--- config.mk ---
export PLATFORM = sky130hd
export DESIGN_NAME = pi_limit_multich_flat
export DESIGN_NICKNAME = d
export VERILOG_FILES = /design/src/rtl/pi_limit_multich_if.sv /design/src/rtl/pi_limit_multich.sv /design/src/flat_wrapper.sv
export SDC_FILE = /design/constraint.sdc
export NUM_CORES = 2
export LEC_CHECK = 0
export BUFFER_PORTS_ARGS = -buffer_cell sky130_fd_sc_hd__buf_2
export CAP_MARGIN = 15
export CELL_PAD_IN_SITES_DETAIL_PLACEMENT = 0
export CELL_PAD_IN_SITES_GLOBAL_PLACEMENT = 1
export CORE_ASPECT_RATIO = 0.7
export CORE_UTILIZATION = 45
export DETAILED_ROUTE_END_ITERATION = 10
export GPL_TIMING_DRIVEN = 0
export PLACE_DENSITY = 0.73
export SLEW_MARGIN = 40
export SYNTH_ARGS = -nofsm -noshare
export SYNTH_HDL_FRONTEND = slang
export SYNTH_SLANG_ARGS = --single-unit
--- constraint.sdc ---
create_clock -name clk -period 19.3 [get_ports clk]
set_input_delay 0.965 -clock clk [delete_from_list [all_inputs] [get_ports clk]]
set_output_delay 0.965 -clock clk [all_outputs]
set_load 0.01 [all_outputs]
--- src/rtl/pi_limit_multich_if.sv ---
// Step handshake and channel data bus for the multichannel limited PI controller.
// The bench or host drives the master side; the controller is the slave.
interface pi_limit_multich_if #(
  parameter int N_CH = 4
);
  logic                rst_user;
  logic                sta;
  logic [32*N_CH-1:0]  x;
  logic [32*N_CH-1:0]  y;
  logic                done_sig;
  logic                busy;
  logic                overrun;

  modport master (
    output rst_user, sta, x,
    input  y, done_sig, busy, overrun
  );

  modport slave (
    input  rst_user, sta, x,
    output y, done_sig, busy, overrun
  );
endinterface

--- src/rtl/pi_limit_multich.sv ---
// Time-multiplexed N_CH-channel PI controller with output clamp and integrator anti-windup.
// A single float add/mul pipeline is shared by all channels; one done_sig pulse ends each step.
module pi_limit_multich #(
  parameter int          N_CH        = 4,
  parameter logic [31:0] KP          = 32'h3F000000,
  parameter logic [31:0] A2          = 32'h3E800000,
  parameter logic [31:0] UPPER_LIMIT = 32'h3FC00000,
  parameter logic [31:0] DOWN_LIMIT  = 32'hBFC00000,
  parameter int          MODE        = 0,
  parameter int          MUL_LAT     = 5,
  parameter int          ADD_LAT     = 7
) (
  input  logic               clk,
  input  logic               rst,
  pi_limit_multich_if.slave  bus
);

  localparam int PIPE_LAT = MUL_LAT + 3*ADD_LAT + 2;
  localparam int CHW      = (N_CH > 1) ? $clog2(N_CH) : 1;
  localparam int P_LEN    = 2*ADD_LAT + MUL_LAT + 1;
  localparam int S3_IDX   = ADD_LAT + MUL_LAT - 1;
  localparam int S4_IDX   = 2*ADD_LAT + MUL_LAT - 1;

  typedef enum logic [1:0] {IDLE, ISSUE, DRAIN, DONE} state_t;

  typedef struct packed {
    logic [CHW-1:0] ch;
    logic           hold;
    logic [31:0]    integ;
    logic [31:0]    x;
  } sb_t;

  // Round-to-nearest-even multiply; subnormals flush to zero, overflow goes to infinity.
  function automatic logic [31:0] fmul(input logic [31:0] a, input logic [31:0] b);
    logic              sgn;
    logic [47:0]       prod;
    logic [23:0]       m;
    logic              g;
    logic              s;
    logic [24:0]       mr;
    logic signed [9:0] e;
    logic [31:0]       r;
    sgn  = a[31] ^ b[31];
    prod = 48'({1'b1, a[22:0]}) * 48'({1'b1, b[22:0]});
    e    = $signed({2'b00, a[30:23]}) + $signed({2'b00, b[30:23]}) - 10'sd127;
    if (prod[47]) begin
      m = prod[47:24];
      g = prod[23];
      s = |prod[22:0];
      e = e + 10'sd1;
    end else begin
      m = prod[46:23];
      g = prod[22];
      s = |prod[21:0];
    end
    mr = {1'b0, m} + {24'd0, g & (s | m[0])};
    if (mr[24]) begin
      mr = mr >> 1;
      e  = e + 10'sd1;
    end
    if (a[30:23] == 8'd0 || b[30:23] == 8'd0 || e <= 10'sd0 || !mr[23])
      r = {sgn, 31'd0};
    else if (e >= 10'sd255)
      r = {sgn, 8'hFF, 23'd0};
    else
      r = {sgn, e[7:0], mr[22:0]};
    return r;
  endfunction

  // Round-to-nearest-even add; exact cancellation yields +0.
  function automatic logic [31:0] fadd(input logic [31:0] a, input logic [31:0] b);
    logic [31:0]       big;
    logic [31:0]       sml;
    logic [7:0]        eb;
    logic [7:0]        es;
    logic [23:0]       mb;
    logic [23:0]       ms;
    logic [49:0]       sh;
    logic [26:0]       xb;
    logic [26:0]       xs;
    logic [26:0]       n;
    logic [27:0]       sum;
    logic [4:0]        lz;
    logic              found;
    logic signed [9:0] e;
    logic [24:0]       mr;
    logic [31:0]       r;
    if (a[30:0] >= b[30:0]) begin
      big = a;
      sml = b;
    end else begin
      big = b;
      sml = a;
    end
    eb = big[30:23];
    es = sml[30:23];
    mb = (eb == 8'd0) ? 24'd0 : {1'b1, big[22:0]};
    ms = (es == 8'd0) ? 24'd0 : {1'b1, sml[22:0]};
    sh = {ms, 26'd0} >> (eb - es);
    xb = {mb, 3'b000};
    xs = {sh[49:24], |sh[23:0]};
    if (big[31] == sml[31])
      sum = {1'b0, xb} + {1'b0, xs};
    else
      sum = {1'b0, xb} - {1'b0, xs};
    e = $signed({2'b00, eb});
    if (sum[27]) begin
      n = {sum[27:2], |sum[1:0]};
      e = e + 10'sd1;
    end else begin
      lz    = 5'd0;
      found = 1'b0;
      for (int i = 26; i >= 0; i--) begin
        if (!found && sum[i]) begin
          lz    = 5'(26 - i);
          found = 1'b1;
        end
      end
      n = sum[26:0] << lz;
      e = e - $signed({5'd0, lz});
    end
    mr = {1'b0, n[26:3]} + {24'd0, n[2] & (n[1] | n[0] | n[3])};
    if (mr[24]) begin
      mr = mr >> 1;
      e  = e + 10'sd1;
    end
    if (sum == 28'd0 || e <= 10'sd0 || !mr[23])
      r = 32'd0;
    else if (e >= 10'sd255)
      r = {big[31], 8'hFF, 23'd0};
    else
      r = {big[31], e[7:0], mr[22:0]};
    return r;
  endfunction

  // Total-order key: both zeros map to 0 so -0 == +0.
  function automatic logic signed [32:0] fkey(input logic [31:0] v);
    logic signed [32:0] mag;
    mag = (v[30:23] == 8'd0) ? 33'sd0 : $signed({2'b00, v[30:0]});
    return v[31] ? -mag : mag;
  endfunction

  function automatic logic fgt(input logic [31:0] a, input logic [31:0] b);
    return fkey(a) > fkey(b);
  endfunction

  function automatic logic [31:0] fclamp(input logic [31:0] v);
    logic [31:0] r;
    if (fgt(v, UPPER_LIMIT))
      r = UPPER_LIMIT;
    else if (fgt(DOWN_LIMIT, v))
      r = DOWN_LIMIT;
    else
      r = v;
    return r;
  endfunction

  state_t              state_q, state_d;
  logic [CHW-1:0]      cnt_q, cnt_d;
  logic                iss_vld;
  logic                load_x;
  logic                overrun_q;
  logic [31:0]         xbuf_q  [N_CH];
  logic [31:0]         integ_q [N_CH];
  logic [31:0]         xprev_q [N_CH];
  logic [31:0]         ysh_q   [N_CH];
  logic [N_CH-1:0]     sat_hi_q, sat_lo_q;
  logic [32*N_CH-1:0]  y_q;
  logic [32*N_CH-1:0]  ypack_d;
  logic [PIPE_LAT-1:0] vld_q;

  sb_t                 iss_sb;
  sb_t                 sb_q   [PIPE_LAT];
  sb_t                 wb_sb;
  logic                wb_vld;
  logic [31:0]         a1_q   [ADD_LAT];
  logic [31:0]         m_q    [MUL_LAT];
  logic [31:0]         a2_q   [ADD_LAT];
  logic [31:0]         a3_q   [ADD_LAT];
  logic [31:0]         p_q    [P_LEN];
  logic [31:0]         ci_q   [ADD_LAT+2];
  logic [31:0]         y6_q;
  logic                hi6_q, lo6_q;

  assign wb_vld = vld_q[PIPE_LAT-1];
  assign wb_sb  = sb_q[PIPE_LAT-1];

  // Operand fetch for the channel being issued; hold is decided from last step's saturation.
  always_comb begin
    iss_sb.ch    = cnt_q;
    iss_sb.x     = xbuf_q[cnt_q];
    iss_sb.integ = integ_q[cnt_q];
    iss_sb.hold  = (MODE != 0) &&
                   ((sat_hi_q[cnt_q] && fgt(xbuf_q[cnt_q], 32'd0)) ||
                    (sat_lo_q[cnt_q] && fgt(32'd0, xbuf_q[cnt_q])));
  end

  always_comb begin
    state_d = state_q;
    cnt_d   = cnt_q;
    iss_vld = 1'b0;
    load_x  = 1'b0;
    case (state_q)
      IDLE: begin
        if (bus.sta) begin
          state_d = ISSUE;
          cnt_d   = '0;
          load_x  = 1'b1;
        end
      end
      ISSUE: begin
        iss_vld = 1'b1;
        if (cnt_q == CHW'(N_CH - 1))
          state_d = DRAIN;
        else
          cnt_d = cnt_q + CHW'(1);
      end
      DRAIN: begin
        if (wb_vld && wb_sb.ch == CHW'(N_CH - 1))
          state_d = DONE;
      end
      DONE: state_d = IDLE;
      default: state_d = IDLE;
    endcase
    if (bus.rst_user) begin
      state_d = IDLE;
      iss_vld = 1'b0;
      load_x  = 1'b0;
    end
  end

  // Shadow outputs with the current write-back merged, so y updates on entry to DONE.
  always_comb begin
    ypack_d = '0;
    for (int k = 0; k < N_CH; k++)
      ypack_d[32*k +: 32] = (wb_vld && wb_sb.ch == CHW'(k)) ? y6_q : ysh_q[k];
  end

  // Stage 1: x+xprev adder; KP*x multiplies alongside and is delayed to stage 5.
  always_ff @(posedge clk) begin
    sb_q[0] <= iss_sb;
    for (int i = 1; i < PIPE_LAT; i++) sb_q[i] <= sb_q[i-1];
    a1_q[0] <= fadd(iss_sb.x, xprev_q[cnt_q]);
    for (int i = 1; i < ADD_LAT; i++) a1_q[i] <= a1_q[i-1];
    p_q[0] <= fmul(KP, iss_sb.x);
    for (int i = 1; i < P_LEN; i++) p_q[i] <= p_q[i-1];
    // Stage 2: scale by A2
    m_q[0] <= fmul(a1_q[ADD_LAT-1], A2);
    for (int i = 1; i < MUL_LAT; i++) m_q[i] <= m_q[i-1];
    // Stage 3: accumulate onto integ
    a2_q[0] <= fadd(m_q[MUL_LAT-1], sb_q[S3_IDX].integ);
    for (int i = 1; i < ADD_LAT; i++) a2_q[i] <= a2_q[i-1];
    // Stage 4: integrator clamp (or hold); ci is also delayed to write-back
    ci_q[0] <= sb_q[S4_IDX].hold ? sb_q[S4_IDX].integ : fclamp(a2_q[ADD_LAT-1]);
    for (int i = 1; i < ADD_LAT + 2; i++) ci_q[i] <= ci_q[i-1];
    // Stage 5: add proportional term
    a3_q[0] <= fadd(ci_q[0], p_q[P_LEN-1]);
    for (int i = 1; i < ADD_LAT; i++) a3_q[i] <= a3_q[i-1];
    // Stage 6: output clamp and saturation flags
    y6_q  <= fclamp(a3_q[ADD_LAT-1]);
    hi6_q <= fgt(a3_q[ADD_LAT-1], UPPER_LIMIT);
    lo6_q <= fgt(DOWN_LIMIT, a3_q[ADD_LAT-1]);
  end

  always_ff @(posedge clk or posedge rst) begin
    if (rst) begin
      state_q   <= IDLE;
      cnt_q     <= '0;
      overrun_q <= 1'b0;
      vld_q     <= '0;
      sat_hi_q  <= '0;
      sat_lo_q  <= '0;
      y_q       <= '0;
      for (int k = 0; k < N_CH; k++) begin
        xbuf_q[k]  <= 32'd0;
        integ_q[k] <= 32'd0;
        xprev_q[k] <= 32'd0;
        ysh_q[k]   <= 32'd0;
      end
    end else begin
      state_q   <= state_d;
      cnt_q     <= cnt_d;
      overrun_q <= bus.sta && (state_q != IDLE);
      vld_q     <= bus.rst_user ? '0 : {vld_q[PIPE_LAT-2:0], iss_vld};
      if (load_x) begin
        for (int k = 0; k < N_CH; k++) xbuf_q[k] <= bus.x[32*k +: 32];
      end
      if (bus.rst_user) begin
        sat_hi_q <= '0;
        sat_lo_q <= '0;
        y_q      <= '0;
        for (int k = 0; k < N_CH; k++) begin
          integ_q[k] <= 32'd0;
          xprev_q[k] <= 32'd0;
          ysh_q[k]   <= 32'd0;
        end
      end else begin
        if (wb_vld) begin
          integ_q[wb_sb.ch]  <= ci_q[ADD_LAT+1];
          xprev_q[wb_sb.ch]  <= wb_sb.x;
          ysh_q[wb_sb.ch]    <= y6_q;
          sat_hi_q[wb_sb.ch] <= hi6_q;
          sat_lo_q[wb_sb.ch] <= lo6_q;
        end
        if (state_q == DRAIN && state_d == DONE)
          y_q <= ypack_d;
      end
    end
  end

  assign bus.y        = y_q;
  assign bus.done_sig = (state_q == DONE);
  assign bus.busy     = (state_q != IDLE);
  assign bus.overrun  = overrun_q;

endmodule

--- src/flat_wrapper.sv ---
// flat-port wrapper written by rule: the top's interface ports become plain ports
module pi_limit_multich_flat 
#(
  parameter int          N_CH        = 4,
  parameter logic [31:0] KP          = 32'h3F000000,
  parameter logic [31:0] A2          = 32'h3E800000,
  parameter logic [31:0] UPPER_LIMIT = 32'h3FC00000,
  parameter logic [31:0] DOWN_LIMIT  = 32'hBFC00000,
  parameter int          MODE        = 0,
  parameter int          MUL_LAT     = 5,
  parameter int          ADD_LAT     = 7
)
  (clk, rst, bus_rst_user, bus_sta, bus_x, bus_y, bus_done_sig, bus_busy, bus_overrun);
  pi_limit_multich_if #(.N_CH(N_CH)) bus_i ();
  input  logic clk;
  input  logic rst;
  input wire logic [$bits(bus_i.rst_user)-1:0] bus_rst_user;
  input wire logic [$bits(bus_i.sta)-1:0] bus_sta;
  input wire logic [$bits(bus_i.x)-1:0] bus_x;
  output wire logic [$bits(bus_i.y)-1:0] bus_y;
  output wire logic [$bits(bus_i.done_sig)-1:0] bus_done_sig;
  output wire logic [$bits(bus_i.busy)-1:0] bus_busy;
  output wire logic [$bits(bus_i.overrun)-1:0] bus_overrun;
  assign bus_i.rst_user = bus_rst_user;
  assign bus_i.sta = bus_sta;
  assign bus_i.x = bus_x;
  assign bus_y = bus_i.y;
  assign bus_done_sig = bus_i.done_sig;
  assign bus_busy = bus_i.busy;
  assign bus_overrun = bus_i.overrun;
  pi_limit_multich #(.N_CH(N_CH), .KP(KP), .A2(A2), .UPPER_LIMIT(UPPER_LIMIT), .DOWN_LIMIT(DOWN_LIMIT), .MODE(MODE), .MUL_LAT(MUL_LAT), .ADD_LAT(ADD_LAT)) u_core (.clk(clk), .rst(rst), .bus(bus_i));
endmodule
==> summary.md <==
| Metric | Value |
|---|---|
| Status | completed |
| CTS Buf Count | 322 |
| Iter 0 DRT Violations | 10,330 |
| Setup_tns | 0 ns |
| Synth top area cells | dfxtp_1, dfrtp_1, nand2_1, a21oi_1, ha_1 |
| Setup violations, final | 0 |
| HP Class | primary input to async pin |
| Setup Crit Path Kind | register to register |
| Clock Pin Slew Worst Setup and Hold Paths | 0.07 ns |
| Reg-to-Reg End | u_core.a1_q[0][20]$_SDFF_PP0_ |
| Die Wd | 646.7 um |
| Fin. max-slew vios | 0 |
| Count of flip-flops with a built-in enable after synthesis | 0 |
| Initial Util | 45.31% |
| Grt total ovfl | 0 |
| Finished Layout Cells | 16,880 |
| Die height | 453.3 um |
| Clk_lat worst skew | 0.91 ns |
| Core ar. | 289,000 um2 |
| Synth area leader | dfxtp_1 |
| Critical Path Start Type | register |
| Worst-Margin Slew | 1.011 ns |
| Total die area | 293,200 um2 |
| Post-synth cell types | 141 |
| CTS sink count | 3,781 |
| Vias in the first global route | 93,220 |
| TritonRoute pass-1 iters | 6 |
| Vias | 96,470 |
| Seq/Total Area, Yosys | 60.38% |
| MaxCap Viol Count | 0 |
| GRT Total Usage | 29.26% |
| Syn_area_per_cell | 10.79 um2 |
| Crit end category | register |
| Main synth FF type | dfxtp_1 |
| Period utilization | 95.59% |
| Layout area overhead | 14.50% |
| Core Rows | 165 |
| Reg2Reg Setup Slack | 0.85 ns |
| Clk buf depth | 4 |
| CP Max Fanout | 10 |
| Nets@finish | 13,200 |
| Synth top area share | 47.52% |
| Critical path data required time | 19.96 ns |
| PortBufs | 261 |
| Via/cell ratio | 5.714 |
| Yosys warning count | 0 |
| Cell count of the worst reg-to-reg path | 61 |
| Num ports | 263 |
| Ys async rst share | 17.80% |
| Slew headroom | 32.40% |
| Cts hold-fix bufs | 0 |
| Cell Area, Synth | 130,900 um2 |
| Clock skew | 0.1164 ns |
| Critical path's slowest cell | a222oi_1 |
| Final ANT Viol Nets | 0 |
| Max Freq | 0.05421 GHz |
| CTS H-tree lvls | 5 |
| Largest net degree at the start of global routing | 28 |
| Post-Syn Nets | 12,560 |
| Hpwl dp | 333,400 um |
| Total wire length | 438,800 um |
| Mapped Cells | 12,130 |
| Flops & latches, synth | 3,781 |
| CTS tree | yes |
| Share of layout cells above drive strength 1 | 13.30% |
| Root Driver | clkbuf_16 |
| Critical path arrival | 19.11 ns |
| Initial antenna violation count | 24 |
| Final min period | 18.45 ns |
| # DRC | 0 |
| Fillers | 25,290 |
| R2r startpoint | u_core.cnt_q[1]$_DFFE_PP0P_ |
| Placed insts | 16,280 |
| First-pass GRT wire length | 638,200 um |
| Crit-path max cell delay | 0.78 ns |
| RePlAce Congestion | 0.9626 |
| WL/cell | 25.99 um |
| Final hold violation count | 0 |
layout by cell type, fill, tap and decap left out, types with 77 or more instances in the layout:
cell type	count
dfxtp_1	3108
nand2_1	1582
a21oi_1	906
dfrtp_1	671
nor2_1	528
o21ai_0	449
clkbuf_1	424
buf_2	362
inv_1	338
clkbuf_16	338
ha_1	287
nand3_1	241
mux2i_1	228
nor3_1	218
nand2b_1	217
mux2_2	196
and2_1	156
xnor2_1	121
a211oi_1	120
mux4_2	115
nand4_1	114
o211ai_1	108
a31oi_1	93
nor4_1	92
nor2b_1	90
a21o_1	88
or3_1	77
flip-flops by register name (all words and copies together) (netlist names):
name	flops
u_core.a1_q	224
u_core.a2_q	224
u_core.a3_q	224
u_core.bus.overrun	1
u_core.bus.y	128
u_core.ci_q	288
u_core.cnt_q	2
u_core.integ_q	128
u_core.m_q	160
u_core.p_q	635
u_core.sb_q	1321
u_core.state_q	2
u_core.vld_q	28
u_core.xbuf_q	128
u_core.xprev_q	128
u_core.y6_q	32
u_core.ysh_q	128
area by class of cell:
cell class | count | area [um2] | share of cell area (%)
plain buffers | 602 | 2736 | 1.825
clock inverters | 122 | 1210 | 0.8070
clock buffers | 455 | 9478 | 6.321
repair buffers | 327 | 2344 | 1.563
diodes | 12 | 30.03 | 0.02003
multi-input cells | 7391 | 48930 | 32.64
inverters | 353 | 1333 | 0.8888
flip-flops and latches | 3781 | 79070 | 52.73
well taps | 3841 | 4806 | 3.205
timing repair:
| item | CTS | global route |
|---|---|---|
| pin swaps | 1 | 4 |
| buffers inserted | 7 | 9 |
| setup endpoints to repair | 74 | 96 |
| gates resized for setup | 38 | 81 |
| cloned | 0 | 0 |
Yosys cell counts, types with 196 or more instances:
| cell type | count |
|---|---|
| clkbuf_1 | 414 |
| nand2b_1 | 217 |
| nor3_1 | 231 |
| mux2_2 | 196 |
| o21ai_0 | 461 |
| ha_1 | 287 |
| a21oi_1 | 932 |
| dfxtp_1 | 3108 |
| mux2i_1 | 236 |
| nand2_1 | 1583 |
| dfrtp_1 | 673 |
| nand3_1 | 242 |
| inv_1 | 340 |
| nor2_1 | 536 |
metrics by stage:
| step | hold slack (ns) | util (%) | cell area [um2] | setup slack (ns) |
|---|---|---|---|---|
| after global routing | 0.05168 | 51.87 | 149900 | -0.01867 |
| after floorplan | 0.3096 | - | 130900 | 4.454 |
| after detailed placement | 0.3121 | 47.94 | 138600 | -2.757 |
| after CTS | 0.002542 | 51.70 | 149400 | 0.01183 |
| after global placement | 0.3096 | 47.42 | 137100 | -3.502 |
| final | 0.07620 | 51.87 | 149900 | 0.8519 |
cell families after synthesis:
kind of cell / synth area share, %
muxes: 5.515
buffers and inverters: 3.023
xor gates and xnor gates: 1.442
AOI/OAI and AO/OA: 13.36
DFF: 60.38
adders and majority gates: 2.834
and+or+nand+nor: 13.44
how the worst max path moves through the flow:
stage / start / endpoint / slack, ns / cells past startpoint
after floorplan: u_core.cnt_q[0]$_DFFE_PP0P_ / u_core.a1_q[0][0]$_SDFF_PP0_ / 4.45 / 66
after global placement: u_core.cnt_q[1]$_DFFE_PP0P_ / u_core.a1_q[0][20]$_SDFF_PP0_ / -3.50 / 57
after detailed placement: u_core.cnt_q[1]$_DFFE_PP0P_ / u_core.a1_q[0][2]$_SDFF_PP0_ / -2.76 / 64
after CTS: u_core.cnt_q[0]$_DFFE_PP0P_ / u_core.a1_q[0][20]$_SDFF_PP0_ / 0.01 / 72
after global routing: u_core.sb_q[1][244]$_DFF_P_ / u_core.a2_q[0][11]$_SDFF_PP0_ / -0.02 / 70
final: u_core.cnt_q[1]$_DFFE_PP0P_ / u_core.a1_q[0][20]$_SDFF_PP0_ / 0.85 / 61
worst max-delay path: cells and delay by family (launching register included):
family                   cells  cell delay [ns]
AO/OA/AOI/OAI               19             6.72
buffers and inverters       17             4.72
adder cells (fa/ha/maj)      5             1.52
AND/OR/NAND/NOR             17             3.32
XOR/XNOR                     2             0.69
multiplexers                 1             0.59
flip-flops                   1             0.58
routing by layer:
layer | GRT usage (%) | part of all wire (%) | vias to the layer above
met5 | 0 | 0.061 | -
met4 | 7.313 | 2.6 | 18
met1 | 45.12 | 49 | 47880
li1 | - | - | 43860
met2 | 40.39 | 40 | 4087
met3 | 7.250 | 9.2 | 626
Power is not shown: default switching activity piles up to over one toggle a cycle in this logic, so the estimate is an artifact.
